==> src/rtl/display_scan_driver.sv <==
// Scan controller for an 8-digit common-anode 7-segment display behind a 3-to-8 decoder.
// Each slot blanks the decoder first, then lights one digit taken from a frame-coherent snapshot.
module display_scan_driver #(
  parameter int DIV   = 1000,
  parameter int BLANK = 16
) (
  input  logic        clk,
  input  logic        rst,
  input  logic [31:0] bcd,
  input  logic [7:0]  dp,
  input  logic [7:0]  digit_en,
  input  logic        lzs,
  output logic        a0,
  output logic        a1,
  output logic        a2,
  output logic        e1,
  output logic        e2_n,
  output logic        e3_n,
  output logic [6:0]  seg_n,
  output logic        dp_n,
  output logic        frame_start
);

  localparam int CW = (DIV > 2) ? $clog2(DIV) : 1;
  localparam logic [CW-1:0] LAST      = CW'(DIV - 1);
  localparam logic [CW-1:0] BLANK_END = CW'(BLANK - 1);

  typedef enum logic {BLANKING, ON} state_t;

  state_t        state;
  logic [CW-1:0] cnt;
  logic [2:0]    idx;
  logic          en_q;
  logic [31:0]   bcd_q;
  logic [7:0]    dp_q;
  logic          lzs_q;
  logic          load_pending;

  logic          boundary;
  logic          slot_start;
  logic          do_load;
  logic [2:0]    nxt;
  logic [2:0]    idx_n;
  logic          en_n;
  logic [31:0]   bcd_sel;
  logic [7:0]    dp_sel;
  logic          lzs_sel;

  function automatic logic [6:0] seg_decode(input logic [3:0] d);
    logic [6:0] s;
    case (d)
      4'd0:    s = 7'h40;
      4'd1:    s = 7'h79;
      4'd2:    s = 7'h24;
      4'd3:    s = 7'h30;
      4'd4:    s = 7'h19;
      4'd5:    s = 7'h12;
      4'd6:    s = 7'h02;
      4'd7:    s = 7'h78;
      4'd8:    s = 7'h00;
      4'd9:    s = 7'h10;
      default: s = 7'h7F;
    endcase
    return s;
  endfunction

  // A digit is a leading zero when it and every more significant digit are zero.
  function automatic logic [6:0] digit_seg(input logic [31:0] digits, input logic lz,
                                           input logic [2:0] i);
    logic [31:0] upper;
    logic [6:0]  s;
    upper = digits >> {i, 2'b00};
    if (lz && (i != 3'd0) && (upper == 32'd0))
      s = 7'h7F;
    else
      s = seg_decode(digits[{i, 2'b00} +: 4]);
    return s;
  endfunction

  // Nearest enabled index above cur (wrapping); cur itself is the last candidate.
  function automatic logic [2:0] next_enabled(input logic [2:0] cur, input logic [7:0] en);
    logic [2:0] r;
    logic [2:0] c;
    r = cur;
    for (int k = 7; k >= 1; k--) begin
      c = cur + 3'(k);
      if (en[c]) r = c;
    end
    return r;
  endfunction

  always_comb begin
    boundary   = (cnt == LAST);
    nxt        = next_enabled(idx, digit_en);
    slot_start = load_pending | boundary;
    do_load    = load_pending | (boundary & (nxt <= idx));
    idx_n      = load_pending ? idx : nxt;
    en_n       = digit_en[idx_n];
    bcd_sel    = do_load ? bcd : bcd_q;
    dp_sel     = do_load ? dp : dp_q;
    lzs_sel    = do_load ? lzs : lzs_q;
  end

  always_ff @(posedge clk) begin
    if (rst) begin
      state        <= BLANKING;
      cnt          <= '0;
      idx          <= 3'd0;
      en_q         <= 1'b0;
      bcd_q        <= 32'd0;
      dp_q         <= 8'd0;
      lzs_q        <= 1'b0;
      load_pending <= 1'b1;
      {a2, a1, a0} <= 3'd0;
      e1           <= 1'b0;
      e2_n         <= 1'b1;
      e3_n         <= 1'b1;
      seg_n        <= 7'h7F;
      dp_n         <= 1'b1;
      frame_start  <= 1'b0;
    end else begin
      e2_n        <= 1'b0;
      e3_n        <= 1'b0;
      frame_start <= do_load;
      if (do_load) begin
        bcd_q        <= bcd;
        dp_q         <= dp;
        lzs_q        <= lzs;
        load_pending <= 1'b0;
      end
      // Slot start: decoder goes dark in the same cycle the select and segments move.
      if (slot_start) begin
        state        <= BLANKING;
        cnt          <= '0;
        idx          <= idx_n;
        en_q         <= en_n;
        e1           <= 1'b0;
        {a2, a1, a0} <= idx_n;
        seg_n        <= en_n ? digit_seg(bcd_sel, lzs_sel, idx_n) : 7'h7F;
        dp_n         <= ~dp_sel[idx_n];
      end else begin
        cnt <= cnt + 1'b1;
        if ((state == BLANKING) && (cnt == BLANK_END)) begin
          state <= ON;
          e1    <= en_q;
        end
      end
    end
  end

endmodule

==> config.mk <==
export PLATFORM = sky130hd
export DESIGN_NAME = display_scan_driver
export DESIGN_NICKNAME = d
export VERILOG_FILES = /design/src/rtl/display_scan_driver.sv
export SDC_FILE = /design/constraint.sdc
export NUM_CORES = 1
export LEC_CHECK = 0
export ABC_CLOCK_PERIOD_IN_PS = 9000
export BUFFER_PORTS_ARGS = -buffer_cell sky130_fd_sc_hd__buf_2
export CORE_ASPECT_RATIO = 1.1
export CORE_MARGIN = 5
export CORE_UTILIZATION = 45
export CTS_CLUSTER_SIZE = 40
export DETAILED_ROUTE_END_ITERATION = 10
export PLACE_DENSITY = 0.61
export SETUP_SLACK_MARGIN = 0.1
export SKIP_CTS_REPAIR_TIMING = 1
export SYNTH_ARGS = -nofsm -noshare
export SYNTH_HDL_FRONTEND = slang
export SYNTH_SLANG_ARGS = --single-unit
export TNS_END_PERCENT = 10
==> constraint.sdc <==
create_clock -name clk -period 9 [get_ports clk]
set_input_delay 1.8 -clock clk [delete_from_list [all_inputs] [get_ports clk]]
set_output_delay 1.8 -clock clk [all_outputs]
set_load 0.01 [all_outputs]
==> key figures <==
Outcome
  – Run status: finished, final reports clean

Power and ir drop
  – Clk pwr share: 23.7%
  – Part of the power in registers: approximately a quarter
  – VDD IR-drop max: between 0.1 and 0.15 mV
  – Internal Pwr Total: 806 µW
  – Psw: 554 µW
  – Combinational Power Share: approximately half
  – Sw Share: between 40% and 50%
  – Leak Pwr: 2.33 nW
  – PD cells: 251 nW/µm²

Floorplanning
  – # IOs: 66
  – DIE AREA: roughly 13000 µm²
  – Chip height: between 100 and 150 µm
  – Row cnt: 39
  – Initial Utilization: 45.9%
  – Chip Width: 108 µm
  – Total core area: 10400 µm²

Synthesis
  – Async SR Flop Fraction: 0%
  – Sequential share of the synthesized area: 28.6%
  – Synth top area share: 28.6%
  – Mean Syn Cell Area: 8.86 µm²
  – Ys Warns: 0
  – Synth Cell Area: 4770 µm²
  – Main synth FF type: dfxtp_1
  – Area leader, netlist: dfxtp_1
  – Synth Instances: 538
  – Syn Nets: 600
  – Synth top area cells: dfxtp_1, mux2i_1, nor2_1
  – Netlist cell types: 67
  – Seq cells post-synth: a little under 70
  – EDFF count, synth: 0

Clock network
  – H-Tree Level Count: 3
  – CTS tree: yes
  – Sink Count: 68
  – Worst-Skew Late Latency: 340 ps
  – Clock tree buffer depth: 2
  – Clock root cell: clkbuf_16
  – CTS buffer count: 9
  – Worst-path clk slew: 60 ps

Worst setup path
  – Reg2reg setup slack: 1870 ps
  – Slowest stage delay, CP: 740 ps
  – Startpoint type of the worst setup path: input pin
  – CP cell instances: buf_2, mux4_2, mux2_4, a221oi_1, a211oi_1, o21ai_1, a21oi_1, ha_1, a31oi_1, a21bo_2, and2_2, buf_4, mux2i_1, a211oi_1, o31ai_1, ha_1, o211ai_1, a21oi_1, a31oi_4, a31oi_1
  – Crit path buffers/inverters: 2
  – Setup Crit Path Kind: input pin to register
  – Crit Path Max Fanout: 33
  – Required time of the critical path: 9260 ps
  – CP endpoint kind: register
  – Critical path's slowest cell: and2_2
  – Critical Path AT: between 7000 and 8000 ps
  – CP delay by family, top: compound AO/OA/AOI/OAI gates

STA
  – Final setup viols: 0
  – Period utilization: about four fifths
  – Unrepaired setup endpoints after global routing: no
  – WHS: about 440 ps
  – Final Slew Violations: 0
  – Least-Margin Pin Slew: 966 ps
  – Fin. Hold Viols: 0
  – Clk_skew: 3.82 ps
  – Worst Slack Setup Final: ~1700 ps
  – Min cycle time layout: 7310 ps
  – TNS Setup: 0 ps
  – Worst slew margin: 35.6%
  – F_max: 0.137 GHz

Final layout
  – Commonest non-fill, non-tap cell in the layout: nor2_1
  – Nets: 649
  – Area growth, synth to finish: 13.8%
  – Fin util: 52.2%
  – Layout cells sized above 1: 22.3%
  – Most frequent cells in the layout: nor2_1, mux2i_1, dfxtp_1
  – Diodes inserted: 0

Global route
  – Pin count of the biggest net entering global routing: around 50
  – Global route overflow: 0
  – Vias in the first global route: 4189
  – Antenna violations before repair: 0
  – GRT Overall Usage: 20.2%
  – Global-route wire length before repair: 20700 µm

Hold path
  – Hold WC Path Type: register to register

Routing
  – Avg WL per Cell: 17.2 µm
  – DR iter-0 viols: 201
  – Post-DR vias/cell: 5.72
  – DRC errors left: 0
  – Drt pass-1 iters: 5
  – Vias: 4196
  – Routed wire length: approximately 13000 µm
  – Final ANT Viol Nets: 0

Job
  – Maxcap violations: 0

Place
  – RePlAce Congestion: 0.919
  – Pre-CTS setup slack: 1410 ps
  – Detailed Place HPWL: ~9400 µm
  – Port buffer count: 65
-- layout make-up --
type                       instances  area [µm²]
multi-input combinational        414        3160
timing repair buffer              72         378
clock inverter                     6        41.3
fill                            1003        4970
sequential                        68        1360
inverter                          22        82.6
clock buffer                       9         225
tap                              143         179
-- flip-flops by register name, indices dropped and copies added, names as in the netlist --
signal	cells
seg_n	7
load_pending	1
lzs_q	1
e1	1
frame_start	1
e3_n	1
bcd_q	32
a2	1
en_q	1
idx	2
dp_q	8
dp_n	1
state	1
cnt	10
-- power by group through the flow --
| stage | Sequential (mW) | Clock (mW) | Combinational [mW] |
|---|---|---|---|
| after floorplan | 0.358 | 0 | 0.528 |
| after global placement | 0.353 | 0 | 0.681 |
| after detailed placement | 0.354 | 0 | 0.685 |
| after CTS | 0.348 | 0.328 | 0.688 |
| after global routing | 0.351 | 0.342 | 0.751 |
| final | 0.347 | 0.322 | 0.691 |
-- cell usage after synthesis (all sizes together) (3+ instances only) --
library cell / instances
ha: 11
o211a: 5
nand2: 25
mux2i: 87
a31oi: 13
xnor2: 9
nand2b: 3
and3: 5
o21ai: 25
nor2b: 4
clkbuf: 12
xor2: 4
and2: 7
a21oi: 12
nand4: 3
nand3: 8
a211oi: 9
or3: 3
inv: 21
dfxtp: 68
nor2: 100
a311oi: 3
mux2: 13
o211ai: 3
nand4b: 3
mux4: 13
nor3: 11
nor4: 5
buf: 22
a221oi: 3
-- worst paths after layout --
check | startpoint | to | cells past startpoint
worst max-delay path | digit_en[5] | seg_n[2] | 20
worst min register to register | cnt[0] | cnt[0] | 1
worst min-delay path | cnt[0] | cnt[0] | 1
worst max register to register | idx[0] | seg_n[2] | 22
-- layer usage --
metal / vias up / GRT usage (%) / part of all wire [%]
met5: - / 0 / 0
met4: 0 / 7.58 / 2.2
met3: 22 / 3.78 / 4.0
met2: 102 / 35.3 / 50
met1: 2027 / 24.2 / 44
li1: 2045 / - / -
-- logic make-up (layout without fill, tap and decap cells) --
family	after synthesis	after routing	share of synthesized area [%]
mux	113	113	28.1
simple gates	182	182	17.3
flops	68	68	28.6
compound gates	95	95	15.0
xor+xnor	13	13	2.70
fa+ha+maj	11	11	2.89
buf+inv	56	109	5.41
-- through the flow --
step | instance area [µm²] | cells | total power [mW]
after CTS | 5420 | 734 | 1.36
after global routing | 5420 | 734 | 1.44
after global placement | 5160 | 719 | 1.03
final | 5420 | 734 | 1.36
after floorplan | 4770 | 538 | 0.885
after detailed placement | 5160 | 719 | 1.04
Power figures use the tool's default switching activity.
